File: config.mk
export PLATFORM = sky130hd
export DESIGN_NAME = dcache_ctrl
export DESIGN_NICKNAME = d
export VERILOG_FILES = /design/src/rtl/dcache_ctrl.sv
export SDC_FILE = /design/constraint.sdc
export NUM_CORES = 1
export LEC_CHECK = 0
export CAP_MARGIN = 25
export CORE_MARGIN = 4
export CORE_UTILIZATION = 35
export CTS_CLUSTER_SIZE = 25
export DETAILED_ROUTE_END_ITERATION = 6
export MAX_ROUTING_LAYER = met4
export SLEW_MARGIN = 20
export SYNTH_ARGS = -nofsm -noshare
export SYNTH_HDL_FRONTEND = slang
export SYNTH_SLANG_ARGS = --single-unit
File: constraint.sdc
create_clock -name clk -period 2.1 [get_ports clk]
set_input_delay 0.63 -clock clk [delete_from_list [all_inputs] [get_ports clk]]
set_output_delay 0.63 -clock clk [all_outputs]
set_load 0.05 [all_outputs]
File: src/rtl/dcache_ctrl.sv
// Blocking write-through / no-write-allocate data-cache controller.
// Stalls the core while a read-miss refill or a store write-through is in flight.
module dcache_ctrl #(
    parameter int unsigned MEM_LATENCY = 4,
    parameter int unsigned CNT_W       = 8,
    parameter int unsigned PERF_W      = 16
) (
    input  logic              clk,
    input  logic              rst,
    input  logic              mem_read,
    input  logic              mem_write,
    input  logic              hit,
    output logic              stall,
    output logic              cache_we,
    output logic              refill_we,
    output logic              mem_rd_en,
    output logic              mem_wr_en,
    output logic              busy,
    output logic [PERF_W-1:0] miss_count
);

    localparam logic [CNT_W-1:0] LAST_CNT = CNT_W'(MEM_LATENCY - 1);

    typedef enum logic [1:0] {
        IDLE,
        READ_MISS,
        WRITE_MEM,
        DONE
    } state_t;

    state_t            r_state;
    logic [CNT_W-1:0]  r_cnt;
    logic              r_mem_rd_en;
    logic              r_mem_wr_en;
    logic              r_busy;
    logic [PERF_W-1:0] r_miss_count;

    logic w_take_write;
    logic w_take_miss;
    logic w_last;

    // A simultaneous read and write resolves to the write.
    assign w_take_write = mem_write;
    assign w_take_miss  = mem_read & ~mem_write & ~hit;
    assign w_last       = (r_cnt == LAST_CNT);

    // Memory enables and busy are registered alongside the state they decode.
    always_ff @(posedge clk) begin
        if (rst) begin
            r_state      <= IDLE;
            r_cnt        <= '0;
            r_mem_rd_en  <= 1'b0;
            r_mem_wr_en  <= 1'b0;
            r_busy       <= 1'b0;
            r_miss_count <= '0;
        end else begin
            case (r_state)
                IDLE: begin
                    r_cnt <= '0;
                    if (w_take_write) begin
                        r_state     <= WRITE_MEM;
                        r_mem_wr_en <= 1'b1;
                        r_busy      <= 1'b1;
                    end else if (w_take_miss) begin
                        r_state     <= READ_MISS;
                        r_mem_rd_en <= 1'b1;
                        r_busy      <= 1'b1;
                        if (r_miss_count != '1) begin
                            r_miss_count <= r_miss_count + PERF_W'(1);
                        end
                    end
                end
                READ_MISS: begin
                    if (w_last) begin
                        r_state     <= DONE;
                        r_cnt       <= '0;
                        r_mem_rd_en <= 1'b0;
                    end else begin
                        r_cnt <= r_cnt + CNT_W'(1);
                    end
                end
                WRITE_MEM: begin
                    if (w_last) begin
                        r_state     <= DONE;
                        r_cnt       <= '0;
                        r_mem_wr_en <= 1'b0;
                    end else begin
                        r_cnt <= r_cnt + CNT_W'(1);
                    end
                end
                DONE: begin
                    r_state <= IDLE;
                    r_busy  <= 1'b0;
                end
                default: begin
                    r_state     <= IDLE;
                    r_cnt       <= '0;
                    r_mem_rd_en <= 1'b0;
                    r_mem_wr_en <= 1'b0;
                    r_busy      <= 1'b0;
                end
            endcase
        end
    end

    // Cache write strobes are suppressed while reset is asserted.
    always_comb begin
        stall     = 1'b0;
        cache_we  = 1'b0;
        refill_we = 1'b0;
        case (r_state)
            IDLE: begin
                stall    = w_take_write | w_take_miss;
                cache_we = w_take_write & hit & ~rst;
            end
            READ_MISS: begin
                stall     = 1'b1;
                refill_we = w_last & ~rst;
            end
            WRITE_MEM: stall = 1'b1;
            default:   stall = 1'b0;
        endcase
    end

    assign mem_rd_en  = r_mem_rd_en;
    assign mem_wr_en  = r_mem_wr_en;
    assign busy       = r_busy;
    assign miss_count = r_miss_count;

endmodule
# ---- After elaboration in Yosys (flattened, before gate mapping)
# Index checks and enable logic that the tools add are counted.
dict set report classes {
  add_sub_neg 2
  eq_ne 12
  mux 17
  n_bitwise 9
  n_reduce_logical 11
}
# op count
set op_table {}
lappend op_table {{$add 16x1->16 const B} 1}
lappend op_table {{$ne 16x16->1 const B} 1}
lappend op_table {{$pmux 8 s2} 1}
lappend op_table {{$ne 2x2->1 const B} 5}
lappend op_table {{$add 8x1->8 const B} 1}
lappend op_table {{$eq 8x2->1 const B} 1}
lappend op_table {{$mux 8} 1}
lappend op_table {{$pmux 1 s2} 4}
lappend op_table {{$reduce_and 4->1} 2}
lappend op_table {{$reduce_bool 2->1} 4}
lappend op_table {{$mux 1} 7}
lappend op_table {{$mux 2} 3}
lappend op_table {{$pmux 2 s3} 1}
lappend op_table {{$and 1x1->1} 5}
lappend op_table {{$eq 2x2->1 const B} 2}
lappend op_table {{$reduce_and 2->1} 2}
lappend op_table {{$ne 3x3->1 const B} 1}
lappend op_table {{$not 1->1} 3}
lappend op_table {{$reduce_and 3->1} 1}
lappend op_table {{$eq 2x1->1 const B} 1}
lappend op_table {{$logic_not 2->1} 1}
lappend op_table {{$ne 2x1->1 const B} 1}
lappend op_table {{$reduce_or 2->1} 1}
lappend op_table {{$or 1x1->1} 1}
dict set report word_totals {
  regBits 29
  inputBits 5
  out_inout_bits 22
}

# ---- Logic depth before layout (Yosys ltp)
dict set report depth {
  depth_word 6
  depth_mapped 6
  ltp_nobuf 6
}

# ---- Worst setup path after synthesis
# Ideal clock, no wire load.
dict set report synth_path {
  path_kind {input port to output port}
  startpoint {input port rst}
  endpoint {output port cache_we}
  arrival_time_ps 1999
  slack_ps -529
  cell_stages 2
  n_path_buf 1
  path_cell_list {clkbuf_1 nor3b_1}
}
dict set report synth_between {
  elab_chain_len 3
}
# element line
set synth_rtl {}
lappend synth_rtl {{start: declaration} 9} ;# input logic rst,
lappend synth_rtl {{$not 1->1} 114} ;# cache_we = w_take_write & hit & ~rst;
lappend synth_rtl {{$and 1x1->1} 114}
lappend synth_rtl {{$mux 1} 111} ;# case (r_state)
lappend synth_rtl {{end: declaration} 14} ;# output logic cache_we,
# Every way passes these cells.

# ---- Worst setup path in the final report
dict set report layout_path {
  startpoint {register r_cnt[1]}
  endpoint {output port refill_we}
}
dict set report layout_between {
  elab_chain_len 3
}
# element line
set layout_rtl {}
lappend layout_rtl {{start: declaration} 32} ;# logic [CNT_W-1:0] r_cnt;
lappend layout_rtl {{start signal: assignment} 79} ;# r_cnt <= r_cnt + CNT_W'(1);
lappend layout_rtl {{start signal: assignment} 88} ;# r_cnt <= r_cnt + CNT_W'(1);
lappend layout_rtl {{$eq 8x2->1} 45} ;# assign w_last = (r_cnt == LAST_CNT);
lappend layout_rtl {{$and 1x1->1} 118} ;# refill_we = w_last & ~rst;
lappend layout_rtl {{$mux 1} 111}
lappend layout_rtl {{end: declaration} 15} ;# output logic refill_we,
# Every way passes these cells.

==> results <==
- The register-to-register setup slack is 0.25 ns.
- The signal on the critical path passes through ha_4, nor4b_4, nand3_2, nor2_4, buf_12.
- The count of maximum capacitance violations is 0.
- Once detailed placement completed, the half-perimeter wirelength came to 2732 um.
- The number of antenna violations at the first check in global routing is 0.
- The count of nets left with antenna violations once routing finished came out at 0.
- Dividing total power by cell area gives a power density of 798.8 mW/mm2.
- The netlist uses 41 different library cells.
- The first global-routing pass estimated 6582 um of wire.
- The region available for standard cell placement spans 0.004414 mm2.
- The max-slew violation count is 0.
- In this run the count of I/O pins placed on the die edge is 27.
- The kind of end point of the critical path is a primary output.
- The die is 75.86 um wide.
- The sequential area share after synthesis is 0.3602.
- In the global route stage, overall resource usage came out at 0.1567.
- The area of all placed cells without fillers is 0.002230 mm2.
- Of the cells placed in the final design, the portion with a size suffix greater than 1 is 0.3403.
- In the final design database the tool counted 249 nets.
- The final setup violation count is 0.
- The number of nets handed over by synthesis was 199.
- In the final layout, the multi-input gates occupy 0.001062 mm2.
- The run finished with clean final reports.
- The final critical-path required period is 2.057 ns.
- The floorplan step defined a die boundary enclosing 0.005754 mm2.
- The slew at the pin with the worst max-slew slack is 0.3776 ns.
- Derived from the worst setup path, the maximum achievable clock frequency is 0.4862 GHz.
- The prevailing post-synth register cell is sky130_fd_sc_hd__dfxtp_1.
- The post-layout total power is 1.781 mW.
- Row generation in the floorplan step produced 24 rows.
- After synthesis the netlist holds a flip-flop and latch count of 29.
- Of all nets on the critical path, the largest fanout is 3.
- The area occupied by registers is 583.1 um2.
- The floorplan die height is 75.86 um.
- The number of buffers added to fix hold violations after cts is 0.
- The routed design has 3785 um of wire.
- Setup repair after global routing could not meet its margin everywhere.
- The clock net sink count is 29.
- Buffers placed on the I/O ports in this run total 26.
- The total iterations of the first detailed-routing run is 4.
- Of the post-synthesis cell area, the dominant cell type holds 0.3602.
- The share of flip-flops with an asynchronous set or reset after synthesis is 0.
- For this design the static power due to leakage is 0.8796 nW.
- The family with the most delay on the worst path is simple AND/OR/NAND/NOR gates.
- The arrival time of data at the critical path endpoint is 1.43 ns.
- After detailed routing, the number of remaining DRC violations is 0.
- TritonCTS built the clock tree.
- The H-tree was split into 2 levels.
- The layout-stage area growth over the synthesis result is 38.35%.
- In this run, the number of DRC markers left after iteration 0 of detailed routing was 71.
- For this run, the number of Yosys warnings is 0.
- The via count of the first global-routing pass is 1,394.
- Entering global routing, the biggest net connects 20 pins.
- The clock latency on the worst-skew pair is 0.29 ns.
- In the final routed layout, each cell accounts on average for 13.05 um.
- The placed standard-cell area is 0.002044 mm2.
- The worst-case clock skew is 0.009064 ns.
- The TritonCTS buffer count is 5.
- No sink is reached through more buffers than the 2 on the longest clock path.
- At the end of routability-driven placement, the weighted congestion stood at 0.8075.
- The cell count after synthesis came out at 187.
- The synthesized area divided by synthesized cell count is 8.618 um2.
- The worst voltage drop across the vdd grid is 0.3794 mV.
- The largest individual stage delay along the critical path comes from the cell sky130_fd_sc_hd__dfxtp_2.
- STA classifies the critical path startpoint as a flop.
- The largest area contributor in the synthesized netlist is sky130_fd_sc_hd__dfxtp_1.
- Setup slack closes at 0.04334 ns.
- The number of synthesized flops with an enable pin is 0.
- In this run the tightest slew margin relative to its limit is 0.7475.
- The starting density of the core is 0.3651.
- The post-placement cell count is 276.
- The total inserted antenna cells is 0.
- Clock-pin slew was measured on the worst setup and hold paths at 0.07 ns.
- The cell chosen for the clock root is sky130_fd_sc_hd__clkbuf_8.
- The area of the mapped netlist is 0.001612 mm2.
- The share of the cycle needed by the critical path after routing is 0.9794.
- On the worst path, the slowest cell contributes a delay of 0.35 ns.
- Together, buffers and inverters on the worst path number 1.
- The per-cell via count in the routed design is 5.124.
- Counting the fill cells in the layout gives 399.
- The minimum setup slack after placement is -0.4000 ns.
- After synthesis, the cell types taking the most area are sky130_fd_sc_hd__dfxtp_1, sky130_fd_sc_hd__mux2_2, sky130_fd_sc_hd__nor2_1, sky130_fd_sc_hd__ha_1, sky130_fd_sc_hd__nor2b_1.
- For this run the aggregate overflow at the end of global routing stands at 0.
- The number of hold violations in the final report was 0.
- Summing over every cut layer, the via total after detailed routing is 1,486.
- The critical path in this run is classified as reg2out.
- The count of placed standard cells in the final layout, fillers left out is 290.
- The required time of the critical path is 1.47 ns.
- The path class of the tightest hold or removal check is reg2reg.
## final timing paths
path         startpoint        endpoint  cells after the start
max            r_cnt[1]       refill_we                      5
min           mem_rd_en       mem_rd_en                      2
max reg2reg  r_state[0]  miss_count[15]                      6
min reg2reg   mem_rd_en       mem_rd_en                      2
## area by class of cell
cell class / count / area share
clock inverters: 3 / 0.007856
clock buffers: 5 / 0.03086
flip-flops and latches: 29 / 0.2615
inverters: 5 / 0.008418
repair buffers: 49 / 0.1857
multi-input cells: 147 / 0.4764
well taps: 52 / 0.02918
## per-layer routing
metal / vias up / global-route usage / wire length [um]
li1: 765 / - / -
met1: 683 / 0.2008 / 1768
met2: 31 / 0.2338 / 1778
met3: 7 / 0.03958 / 177
met4: 0 / 0.06408 / 61
met5: - / - / 0
## report_power, final
| group | internal (mW) | leakage [nW] | switching (mW) |
|---|---|---|---|
| Clock | 0.228 | 0.0439 | 0.233 |
| Combinational | 0.314 | 0.600 | 0.376 |
| Sequential | 0.598 | 0.236 | 0.0319 |
| Total | 1.14 | 0.880 | 0.641 |
## what timing repair did
action	in CTS	in global routing
buffers inserted	3	3
endpoints found under the setup margin	7	3
resized for setup	15	6
gates cloned	0	0
pin swaps	3	6
## cells in the mapped netlist, drive strengths merged, types with 4 or more instances
library cell  instances
dfxtp                29
nor2                 27
a21oi                12
nor2b                11
mux2                 10
nand2                 9
nor3                  8
ha                    7
nand3                 7
nor4                  6
o21ai                 6
inv                   5
nand2b                5
clkbuf                4
xnor2                 4
## stage by stage
stage	util	hold WS, ns	setup TNS, ns
finish	0.5051	0.4779	0
global route	0.5051	0.4862	-0.05079
CTS	0.4963	0.4812	0
detailed placement	0.4632	0.4703	-4.410
global placement	0.4632	0.4598	-4.273
floorplan	-	0.5005	-0.04239
## worst min-delay path, stage by stage (launching register included)
cell and delay [ns]:
sky130_fd_sc_hd__dfxtp_1 0.31, sky130_fd_sc_hd__o21ai_0 0.06, sky130_fd_sc_hd__a21oi_1 0.06
## sequential cells by signal, summed over array words and instances, names as in the netlist
name and count:
miss_count 16, r_cnt 8, r_state 2, busy 1
mem_rd_en 1, mem_wr_en 1
## cell usage in the layout (no fill, tap or decap), drive strengths merged, types with 4 or more instances in the layout
cell / count
dfxtp: 29
o21ai: 6
buf: 45
nand2: 9
nor4: 6
mux2: 10
nand3: 7
nand2b: 5
inv: 5
nor3: 8
nor2: 27
xnor2: 4
clkbuf: 5
ha: 7
a21oi: 12
nor2b: 11
## cell families (layout without fill, tap and decap cells)
family          count (synthesis)  after routing  synth area share
flops                          29             29            0.3603
xor+xnor                        7              7           0.03804
buf+inv                        11             62           0.02717
compound gates                 30             30            0.1180
mux                            12             12           0.08230
simple gates                   91             91            0.3199
fa+ha+maj                       7              7           0.05435
Power figures use the tool's default switching activity.
